<file path="src/rtl/sdram_uart_dumper.sv">
// Dump phase of the sample logger: reads SDRAM words from address 0 upward and
// streams each one to the UART transmitter as four bytes, MSB first.
module sdram_uart_dumper #(
  parameter logic [22:0] LAST_ADDR     = 23'h7FFFFF,
  parameter bit          STOP_ON_EMPTY = 1'b1,
  parameter int          RD_TIMEOUT    = 1023,
  parameter int          TX_GUARD      = 2
) (
  input  logic        clk,
  input  logic        rst,
  input  logic        start,
  output logic        busy,
  output logic        done,
  output logic        err_timeout,
  output logic [22:0] words_sent,
  input  logic        cmd_ready,
  output logic        cmd_enable,
  output logic        cmd_wr,
  output logic [22:0] cmd_address,
  input  logic [31:0] data_out,
  input  logic        data_out_ready,
  output logic [7:0]  tx_byte,
  output logic        tx_en,
  input  logic        tx_active
);
  localparam int TW = $clog2(RD_TIMEOUT + 1);
  localparam int GW = (TX_GUARD > 1) ? $clog2(TX_GUARD) : 1;
  localparam logic [TW-1:0] TMO_MAX = TW'(RD_TIMEOUT);
  localparam logic [GW-1:0] GRD_MAX = GW'(TX_GUARD - 1);

  typedef enum logic [3:0] {
    S_IDLE, S_REQ, S_WAIT, S_CHECK, S_TXW, S_TXP, S_TXG, S_NEXT, S_FIN
  } state_t;

  state_t          state, state_nx;
  logic [31:0]     word;
  logic [1:0]      idx;
  logic [TW-1:0]   tmo;
  logic [GW-1:0]   gcnt;
  logic [7:0]      tx_q;
  logic [7:0]      cur_byte;

  assign cur_byte = word[{idx, 3'b000} +: 8];
  // Byte is presented combinationally during the strobe, then held in tx_q.
  assign tx_byte  = (state == S_TXP) ? cur_byte : tx_q;
  assign cmd_wr   = 1'b0;

  always_ff @(posedge clk or posedge rst) begin
    if (rst) state <= S_IDLE;
    else     state <= state_nx;
  end

  always_comb begin
    state_nx   = state;
    busy       = 1'b1;
    done       = 1'b0;
    cmd_enable = 1'b0;
    tx_en      = 1'b0;
    case (state)
      S_IDLE: begin
        busy = 1'b0;
        if (start) state_nx = S_REQ;
      end
      S_REQ: begin
        cmd_enable = 1'b1;
        if (cmd_ready) state_nx = S_WAIT;
      end
      S_WAIT: begin
        if (data_out_ready)      state_nx = S_CHECK;
        else if (tmo == TMO_MAX) state_nx = S_IDLE;
      end
      S_CHECK: state_nx = (STOP_ON_EMPTY && !word[0]) ? S_FIN : S_TXW;
      S_TXW:   if (!tx_active) state_nx = S_TXP;
      S_TXP: begin
        tx_en    = 1'b1;
        state_nx = S_TXG;
      end
      S_TXG:   if (gcnt == GRD_MAX) state_nx = (idx == 2'd0) ? S_NEXT : S_TXW;
      S_NEXT:  state_nx = (cmd_address == LAST_ADDR) ? S_FIN : S_REQ;
      S_FIN: begin
        busy     = 1'b0;
        done     = 1'b1;
        state_nx = S_IDLE;
      end
      default: begin
        busy     = 1'b0;
        state_nx = S_IDLE;
      end
    endcase
  end

  always_ff @(posedge clk or posedge rst) begin
    if (rst) begin
      cmd_address <= '0;
      words_sent  <= '0;
      err_timeout <= 1'b0;
      word        <= '0;
      idx         <= '0;
      tmo         <= '0;
      gcnt        <= '0;
      tx_q        <= '0;
    end else begin
      case (state)
        S_IDLE: if (start) begin
          cmd_address <= '0;
          words_sent  <= '0;
          err_timeout <= 1'b0;
        end
        S_REQ:   tmo <= '0;
        S_WAIT: begin
          if (data_out_ready)      word <= data_out;
          else if (tmo == TMO_MAX) err_timeout <= 1'b1;
          else                     tmo <= tmo + 1'b1;
        end
        S_CHECK: idx <= 2'd3;
        S_TXP: begin
          tx_q <= cur_byte;
          gcnt <= '0;
        end
        S_TXG: begin
          if (gcnt == GRD_MAX) begin
            if (idx != 2'd0) idx <= idx - 1'b1;
            else             words_sent <= words_sent + 1'b1;
          end else begin
            gcnt <= gcnt + 1'b1;
          end
        end
        S_NEXT:  if (cmd_address != LAST_ADDR) cmd_address <= cmd_address + 1'b1;
        default: ;
      endcase
    end
  end
endmodule

</file>
<file path="config.mk">
export PLATFORM = sky130hd
export DESIGN_NAME = sdram_uart_dumper
export DESIGN_NICKNAME = d
export VERILOG_FILES = /design/src/rtl/sdram_uart_dumper.sv
export SDC_FILE = /design/constraint.sdc
export NUM_CORES = 1
export LEC_CHECK = 0
export ABC_AREA = 1
export BUFFER_PORTS_ARGS = -buffer_cell sky130_fd_sc_hd__buf_2
export CORE_ASPECT_RATIO = 1.2
export CORE_MARGIN = 1
export CORE_UTILIZATION = 40
export DETAILED_ROUTE_END_ITERATION = 12
export SYNTH_ARGS = -nofsm -noshare
export SYNTH_HDL_FRONTEND = slang
export SYNTH_SLANG_ARGS = --single-unit
export TNS_END_PERCENT = 1
</file>
<file path="constraint.sdc">
create_clock -name clk -period 3.09 [get_ports clk]
set_input_delay 0 -clock clk [delete_from_list [all_inputs] [get_ports clk]]
set_output_delay 0 -clock clk [all_outputs]
set_load 0.01 [all_outputs]
</file>
* Word level (Yosys, flattened, before mapping)
Cells that the tools add are included.
Word-level totals: word-level logic and storage cells 87, input bits 38, output and inout bits 60, flip-flop bits (word level) 104
Operators by class: muxes and demuxes 33, shift operators 1, reductions and logical operators 17, eq/ne operators 22, $add $sub $neg 5
Operator list (number):
- 2-to-1 mux 23 bit | 4
- one-hot mux 23 bit (2 select lines) | 2
- adder 23 x 1 -> 23 bit, second input constant | 2
- 2-to-1 mux 4 bit | 8
- one-hot mux 4 bit (8 select lines) | 1
- indexed part select 32 x 6 -> 8 bit | 1
- equality test 23 bit, second input constant | 1
- != test 23 bit, second input constant | 1
- 2-to-1 mux 10 bit | 2
- != test 2 bit, second input constant | 10
- one-hot mux 10 bit (2 select lines) | 1
- equality test 4 x 3 -> 1 bit, second input constant | 4
- nonzero test 2 bit | 7
- adder 10 x 1 -> 10 bit, second input constant | 1
- equality test 10 bit, second input constant | 1
- AND reduction 3 bit | 3
- equality test 4 x 2 -> 1 bit, second input constant | 2
- 2-to-1 mux 1 bit | 8
- 2-to-1 mux 8 bit | 1
- AND reduction 4 bit | 2
- OR reduction 7 bit | 1
- 2-to-1 mux 2 bit | 3
- AND reduction 5 bit | 1
- equality test 4 x 1 -> 1 bit, second input constant | 1
- other kinds (9) | 10

* Depth between registers and ports, before layout
Gate-level depths: netlist of the first run.
depth in word-level cells 4, depth in mapped cells 12, gate-level depth less buffers 11

* Least setup slack after synthesis of the first run
OpenSTA, ideal clock, no wires.
path type reg-to-reg, start point register cmd_address[0], end point register cmd_address[21], setup time 0.118 ns, data required time 2.972 ns, period minus slack after synthesis 1.771 ns, arrival 1.653 ns, setup slack 1.319 ns, stages on the path, launching flop included 12, cell sequence dfrtp_1 -> ha_1 -> nand3_2 -> inv_2 -> nand2_1 -> nor2_2 -> nand3_1 -> nand2_2 -> inv_2 -> buf_6 -> nand3_1 -> nand2_1
On the way: longest elaborated chain between the ends 3, elaborated cells between the ends (all ways) 6
RTL lines:
- start, declared | RTL line 19 | output logic [22:0] cmd_address,
- start signal, assigned | RTL line 128 | S_NEXT: if (cmd_address != LAST_ADDR) cmd_address <= cmd_address + 1'b1;
- adder 23 x 1 -> 23 bit / != test 23 bit (equally long branches) | RTL line 128
- 2-to-1 mux 23 bit / != test 2 bit (equally long branches)
- one-hot mux 23 bit (2 select lines) / AND reduction 3 bit (equally long branches)
Several ways; a longest one is shown, not always the timed one. The select of a mux whose other input is x is not followed. A chain may end at the register's enable or synchronous reset.

* Final worst setup path of the first run
start point register cmd_address[0], end point register cmd_address[3]
Same word-level chain as after synthesis.

==> results.tsv, run 1 <==
stage	metric	value	unit
run_status	outcome	complete, but fails checks	
run_status	violations	DRC	
pwr	p_per_area	653	nW/um^2
die	die_h	134	um
cells_and_area	synthToLayoutAreaGrowth	21.1	%
cts	clock_path_buffers	2	
synth	postSynthAreaPerCell	7.72	um^2
synth	yosys-top-cells-area	dfrtp_1 (45%), nand2_1 (14%), nor2_1 (7.2%)	
synth	synth_seq_cells	104	
detailed_routing	drc_errors	6	
place	portBuffers	96	
hold_path	hold_path_class	in -> reg	
die	start_util	41.6	%
synth	synthFlopType	dfrtp_1	
die	die_w	112	um
cts	clock-sinks	104	
timing	finClkSkew	8.57	ps
place	gp_congestion	0.826	
critical_path	crit_fanout	25	
cts	cts_resized	0	
critical_path	cp.arrival	2540	ps
timing	drv_slew	0	
cells_and_area	fillers	1396	
die	rows	47	
place	placement.setup.worst_slack	825	ps
timing	worst_slack	799	ps
detailed_routing	vias	5238	
cells_and_area	diodes	0	
global_routing	grt_pass1_vias	5013	
global_routing	grt_max_degree	55	
run	maxCapViolations	0	
pwr	p_leak	3.26	nW
synth	synth-seq-area-share	44.7	%
synth	syn_area	5820	um^2
synth	synth_cells	754	
detailed_routing	drt_wl_total	14200	um
timing	worst_pin_slew	739	ps
cts	cts_tree	built	
global_routing	antenna_found_initial	0	
timing	rsz0062_at_grt	no	
synth	synth_async_sr_flop_share	100	%
detailed_routing	drtIter0Drc	235	
critical_path	end_kind	flip-flop	
detailed_routing	ant_nets	0	
timing	setup_tns	0	ps
pwr	peakVddDrop	0.587	mV
timing	fin_crit_sh	74.1	%
detailed_routing	dr.pass1.iters	9	
timing	timing.hold.ws	34.3	ps
die	num_io_pins	98	
cts	clk_pin_slew	80	ps
detailed_routing	viasPerCell	4.97	
die	die_area	15000	um^2
global_routing	grt_pass1_wl	23900	um
synth	synth_nets	796	
pwr	total_power	4.60	mW
timing	slew_headroom	50.6	%
cells_and_area	finish.net_count	919	
synth	yosysWarnings	0	
cells_and_area	design_area	7050	um^2
critical_path	setup.worst_path.start_class	flip-flop	
synth	synth_top_area_share	44.7	%
cts	clk_latency	360	ps
critical_path	criticalPathCategory	reg -> reg	
timing	max_freq	437	MHz
global_routing	overflow	0	
cts	root_buffer	clkbuf_16	
synth	synth.distinct_cells	34	
synth	synthTopCellsByCount	nand2_1 (213), nor2_1 (112), dfrtp_1 (104), nand3_1 (59), inv_1 (53)	
timing	hold_viol_final	0	
timing	final-setup-viol-count	0	
cells_and_area	drive_above_1_share	19.5	%
global_routing	grt.total_usage	20.0	%
die	core-area	14000	um^2
cts	htree_levels	3	
place	dp_hpwl	10200	um
cts	numCtsBuffers	9	
synth	synth_edf_count	0	
synth	yosys.area.top_type	dfrtp_1	
critical_path	crit_required	3340	ps
synth	yosysMostFrequentCell	nand2_1	
detailed_routing	wl_per_cell	13.5	um
timing	fin_crit	2290	ps
place	placed_area	6410	um^2
[per-stage QoR]
step	cells	utilization (%)
floorplan	754	-
CTS	1053	50.4
global route	1053	50.4
finish	1053	50.4
global placement	1003	45.8
detailed placement	1003	45.8
[critical path: stages, from the launching register on]
cell	delay, ps
dfrtp_1	450
ha_1	300
nand3_2	160
inv_2	110
nand2_1	100
nor2_2	160
nand3_1	120
nand2_2	380
inv_2	230
nand2_1	130
o21ai_2	50
[area by class of cell]
| cell class | count | area [um^2] | share of cell area, % |
|---|---|---|---|
| flip-flops and latches | 104 | 2600 | 36.9 |
| multi-input cells | 567 | 2840 | 40.2 |
| inverters | 61 | 231 | 3.28 |
| well taps | 171 | 214 | 3.04 |
| repair buffers | 134 | 863 | 12.2 |
| clock buffers | 9 | 225 | 3.19 |
| clock inverters | 7 | 77.6 | 1.10 |
[metal layers]
metal / vias to the layer above / GRT usage, % / wire (um)
li1: 2698 / - / -
met1: 2414 / 26.2 / 6700
met2: 114 / 33.1 / 6700
met3: 12 / 3.25 / 629
met4: 0 / 8.30 / 163
met5: - / 0 / 0
[path summary, 6_finish.rpt]
| kind | startpoint | end | slack, ps | depth (start not counted) |
|---|---|---|---|---|
| max | cmd_address[0] | cmd_address[3] | 800 | 10 |
| min | data_out_ready | err_timeout | 30 | 4 |
| max reg2reg | cmd_address[0] | cmd_address[3] | 800 | 10 |
| min reg2reg | word[0] | state[3] | 490 | 1 |
| max in group asynchronous | rst | idx[0] | 2080 | 4 |
| min in group asynchronous | rst | cmd_address[3] | 280 | 3 |
[flip-flops by register name, indices dropped and copies added (netlist names)]
| register | flops |
|---|---|
| words_sent | 23 |
| cmd_address | 23 |
| tmo | 10 |
| err_timeout | 1 |
| word | 32 |
| idx | 2 |
| state | 4 |
| gcnt | 1 |
| tx_q | 8 |
[layout by cell type, fill, tap and decap left out, types with 2 or more instances in the layout]
cell           count
or2_2              3
inv_2              8
nand4_1           14
mux2_1             9
nor2_4             2
a21oi_1            8
buf_4              3
nor3_1             4
inv_1             52
nand2_1          213
nand3_1           59
o21ai_0           50
nand2_2            5
o21bai_1           7
o21ai_1           12
ha_1               4
xor2_1            13
dfrtp_1          104
nor2_2             4
inv_6              3
o21ai_2            8
nand3b_1           3
a31oi_1            8
mux2_2            22
dlygate4sd3_1     34
clkbuf_16          9
nor2_1           112
buf_2             96
[report_power, final]
group,internal [mW],switching (mW)
registers,1.69,0.225
logic,0.548,0.949
clock network,0.638,0.551
[cells by family after synthesis]
logic type | Yosys count | synth area share (%)
buf+inv | 83 | 6.60
compound gates | 95 | 9.26
simple gates | 422 | 30.4
fa+ha+maj | 4 | 0.860
flops | 104 | 44.7
xor+xnor | 14 | 2.11
mux | 31 | 6.00
other cells | 1 | 0.0644
[timing repair]
item	4_1_cts	5_1_grt
hold endpoints to repair	83	0
buffers inserted	0	0
hold buffers	34	0
(Power assumes the default switching activity.)
==> run 2, diff against run 1 <==
==> constraint.sdc (replaced) <==
create_clock -name clk -period 2.3 [get_ports clk]
set_input_delay 0 -clock clk [delete_from_list [all_inputs] [get_ports clk]]
set_output_delay 0 -clock clk [all_outputs]
set_load 0.01 [all_outputs]
==> results.tsv, run 2 (synthesis gave the netlist of run 1 again) <==
stage	metric	value	unit
run_status	outcome	complete, but fails checks	
run_status	violations	DRC	
cts	numCtsBuffers	9	
detailed_routing	drc_errors	6	
critical_path	crit_required	2550	ps
cells_and_area	largest_reg_flops	32	
detailed_routing	ant_nets	0	
critical_path	r2r_setup_slack	230	ps
timing	finClkSkew	7.93	ps
place	gp_congestion	0.858	
cells_and_area	drive_above_1_share	20.2	%
cells_and_area	synthToLayoutAreaGrowth	22.0	%
run	maxCapViolations	0	
detailed_routing	viasPerCell	4.93	
hold_path	hold_path_class	in -> reg	
timing	final-setup-viol-count	0	
global_routing	grt.total_usage	19.9	%
die	num_io_pins	98	
cts	cts_tree	built	
die	die_w	112	um
cells_and_area	finish.net_count	926	
timing	timing.hold.ws	12.0	ps
pwr	peakVddDrop	0.695	mV
critical_path	rr_worst_depth	8	
die	rows	47	
cts	root_buffer	clkbuf_16	
timing	worst_slack	227	ps
critical_path	r2r-end	err_timeout	
global_routing	grt_max_degree	105	
place	placement.setup.worst_slack	221	ps
cts	clock_path_buffers	2	
critical_path	end_kind	flip-flop	
cells_and_area	largest_register	word	
global_routing	grt_pass1_vias	4925	
cts	clk_latency	360	ps
place	portBuffers	96	
die	core-area	14000	um^2
timing	worst_pin_slew	587	ps
cells_and_area	final_common_cell	nand2_1	
place	placed_area	6460	um^2
detailed_routing	vias	5230	
global_routing	overflow	0	
die	start_util	41.6	%
critical_path	criticalPathCategory	reg -> reg	
pwr	p_leak	3.28	nW
timing	fin_crit_sh	90.1	%
die	die_area	15000	um^2
pwr	p_per_area	869	nW/um^2
timing	drv_slew	0	
critical_path	reg2reg_from	state[0]	
die	die_h	134	um
timing	fin_crit	2070	ps
cells_and_area	diodes	0	
cts	clk_pin_slew	80	ps
detailed_routing	wl_per_cell	13.4	um
timing	slew_headroom	60.8	%
global_routing	antenna_found_initial	2	
detailed_routing	dr.pass1.iters	8	
detailed_routing	drt_wl_total	14200	um
timing	hold_viol_final	0	
timing	rsz0062_at_grt	yes	
cts	cts_setup_buffers	0	
critical_path	cp.arrival	2320	ps
cells_and_area	design_area	7100	um^2
cells_and_area	top_regs	word: 32 flops, cmd_address: 23 flops, words_sent: 23 flops	
cts	htree_levels	3	
cts	clock-sinks	104	
critical_path	crit_fanout	26	
place	dp_hpwl	10000	um
detailed_routing	drtIter0Drc	272	
timing	max_freq	483	MHz
critical_path	setup.worst_path.start_class	flip-flop	
global_routing	grt_pass1_wl	23800	um
critical_path	startpoint	state[0]	
critical_path	worstSetupEndpoint	err_timeout	
cells_and_area	final_cell_mix	nand2_1 (213), nor2_1 (112), dfrtp_1 (104), buf_2 (96), nand3_1 (59)	
cells_and_area	final_util	50.8	%
run 2: power by group:
part / total (mW) / internal (mW) / switching, mW
clock: 1.56 / 0.794 / 0.764
sequential: 2.51 / 2.27 / 0.246
combinational: 2.10 / 0.773 / 1.33
run 2: how the worst min path moves through the flow:
stage	startpoint	endpoint	slack, ps	cells past startpoint
after floorplan	data_out[12]	word[12]	130	1
after global placement	data_out[26]	word[26]	210	2
after detailed placement	rst	words_sent[20]	220	3
after CTS	data_out_ready	err_timeout	20	4
after global routing	data_out_ready	err_timeout	40	4
final	data_out_ready	err_timeout	10	4
run 2: metrics by stage:
| stage | total power [mW] | instances | TNS (ps) |
|---|---|---|---|
| finish | 6.18 | 1060 | 0 |
| global route | 6.63 | 1060 | -5.94 |
| CTS | 6.26 | 1060 | 0 |
| detailed placement | 4.64 | 1010 | 0 |
| global placement | 4.61 | 1010 | 0 |
| floorplan | 4.15 | 754 | 0 |
run 2: final cells by class:
cell class	instances	area (um^2)
Fill cell	1422	6890
Multi-Input combinational cell	567	2840
Sequential cell	104	2600
Timing Repair Buffer	141	916
Clock buffer	10	239
Inverter	61	233
Tap cell	171	214
Clock inverter	6	61.3
run 2: repair_timing:
item	4_1_cts	5_1_grt
hold buffers	34	0
hold endpoints to repair	137	0
setup endpoints to repair	0	6
resized for setup	0	1
run 2: layer usage:
layer	GRT usage, %	part of all wire, %	up-vias
met5	0	0.091	-
met3	3.80	5.0	18
met1	25.8	46	2396
li1	-	-	2709
met2	33.4	47	105
met4	6.59	1.6	2
run 2: worst max-delay path, cell delays in order, from the launching register on:
cell,delay [ps]
dfrtp_1,450
nor2_1,290
nand2_1,150
nand2_1,100
o21ai_2,70
nor2_4,350
inv_2,280
o21ai_0,210
nand2_1,60
==> run 3, diff against run 2 <==
--- a/config.mk
+++ b/config.mk
@@ -7,10 +7,13 @@
 export LEC_CHECK = 0
 export ABC_AREA = 1
 export BUFFER_PORTS_ARGS = -buffer_cell sky130_fd_sc_hd__buf_2
+export CELL_PAD_IN_SITES_DETAIL_PLACEMENT = 2
+export CELL_PAD_IN_SITES_GLOBAL_PLACEMENT = 2
 export CORE_ASPECT_RATIO = 1.2
 export CORE_MARGIN = 1
-export CORE_UTILIZATION = 40
+export CORE_UTILIZATION = 33
 export DETAILED_ROUTE_END_ITERATION = 12
+export PLACE_DENSITY_LB_ADDON = 0.1
 export SYNTH_ARGS = -nofsm -noshare
 export SYNTH_HDL_FRONTEND = slang
 export SYNTH_SLANG_ARGS = --single-unit
==> results.tsv, run 3 (synthesis gave the netlist of run 1 again) <==
stage	metric	value	unit
cts	cts_tree	built	
cts	clk_pin_slew	80	ps
critical_path	rr_worst_depth	11	
timing	fin_crit	2020	ps
cells_and_area	drive_above_1_share	20.5	%
die	rows	52	
timing	hold_viol_final	0	
cts	clk_latency	370	ps
critical_path	crit_fanout	12	
cts	numCtsBuffers	9	
global_routing	grt_pass1_wl	32400	um
timing	setup_tns	0	ps
timing	max_freq	494	MHz
die	die_w	123	um
cells_and_area	finish.net_count	928	
global_routing	grt.total_usage	22.9	%
timing	slew_headroom	60.0	%
detailed_routing	drc_errors	0	
timing	worst_pin_slew	600	ps
detailed_routing	drtIter0Drc	174	
timing	drv_slew	0	
place	placed_area	6520	um^2
detailed_routing	dr.pass1.iters	4	
hold_path	hold_path_class	in -> reg	
global_routing	antenna_found_initial	0	
die	die_h	148	um
critical_path	criticalPathCategory	reg -> reg	
die	num_io_pins	98	
global_routing	grt_pass1_vias	6405	
die	core-area	17000	um^2
timing	fin_crit_sh	88.0	%
global_routing	grt_max_degree	105	
cts	root_buffer	clkbuf_16	
run	maxCapViolations	0	
critical_path	crit_required	2580	ps
detailed_routing	drt_wl_total	19800	um
critical_path	cp.arrival	2300	ps
global_routing	overflow	0	
die	die_area	18200	um^2
cts	cts_setup_buffers	0	
hold_path	holdPathStages	4	
critical_path	end_kind	flip-flop	
detailed_routing	viasPerCell	5.13	
cells_and_area	design_area	7180	um^2
cells_and_area	largest_register	word	
place	gp_congestion	0.829	
cells_and_area	top_regs	word: 32 flops, cmd_address: 23 flops, words_sent: 23 flops	
detailed_routing	ant_nets	0	
pwr	p_per_area	910	nW/um^2
pwr	p_leak	3.30	nW
timing	finClkSkew	10.9	ps
timing	rsz0062_at_grt	no	
critical_path	setup.worst_path.start_class	flip-flop	
timing	final-setup-viol-count	0	
cells_and_area	diodes	0	
cells_and_area	multi_input_area	2850	um^2
cells_and_area	final_cell_mix	nand2_1 (213), nor2_1 (111), dfrtp_1 (104), buf_2 (96), nand3_1 (59)	
cts	htree_levels	3	
pwr	peakVddDrop	0.495	mV
cells_and_area	fillers	2020	
place	dp_hpwl	13600	um
cells_and_area	largest_reg_flops	32	
cells_and_area	ff_latch_area	2600	um^2
detailed_routing	vias	5675	
place	portBuffers	96	
place	placement.setup.worst_slack	57.6	ps
cts	clock-sinks	104	
run_status	outcome	finished clean	
timing	worst_slack	275	ps
cells_and_area	synthToLayoutAreaGrowth	23.4	%
detailed_routing	wl_per_cell	17.9	um
die	start_util	34.2	%
cts	clock_path_buffers	2	
cells_and_area	final_common_cell	nand2_1	
==> run 3: final timing paths <==
kind	start	end	slack, ps
hold reg to reg	err_timeout	err_timeout	510
min in group asynchronous	rst	words_sent[5]	350
setup / recovery	tmo[0]	tmo[0]	280
hold / removal	data_out_ready	err_timeout	50
setup reg to reg	tmo[0]	tmo[0]	280
max in group asynchronous	rst	state[3]	1490
==> run 3: layout make-up <==
type / instances / area share (%)
Clock buffer: 9 / 3.13
Sequential cell: 104 / 36.2
Tap cell: 216 / 3.76
Multi-Input combinational cell: 568 / 39.6
Clock inverter: 7 / 1.13
Timing Repair Buffer: 142 / 12.9
Inverter: 61 / 3.27
==> run 3: metrics by stage <==
stage                     util [%]  std cells  power, mW  hold WS [ps]
final                         42.1       1107       6.54          49.4
after global routing          42.1       1107       6.97          62.8
after CTS                     42.1       1106       6.50          30.1
after detailed placement      38.3       1056       4.79           217
after global placement        38.3       1056       4.66           213
after floorplan                  -        754       4.15           132
==> run 3: report_power, final <==
part           switching (mW)  internal [mW]  total, mW
clock                   0.837          0.783       1.62
combinational            1.52          0.809       2.33
sequential              0.313           2.27       2.58
total                    2.67           3.86       6.54
==> run 3: timing repair <==
action	4_1_cts	5_1_grt
setup endpoints to repair	0	18
hold endpoints to repair	137	0
hold buffers	34	0
gates resized for setup	0	4
==> run 3: critical path, cell delays in order, from the launching register on <==
cell and delay, ps:
dfrtp_1 410, ha_1 230, nand2_1 100, nor2_1 100
nand2_1 70, nor2_1 190, nand2_1 130, nand2_1 170
nand2_2 150, inv_2 200, nand2_1 90, o21ai_0 90
==> run 3: per-layer routing <==
metal  wire (um)  global-route usage, %  part of all wire, %  up-vias
met4         308                   7.05                  1.6        0
met1        8360                   26.9                   42     2862
met3         463                   2.58                  2.3       21
met2       10700                   42.5                   54       90
li1            -                      -                    -     2702
met5           0                      0                    0        -
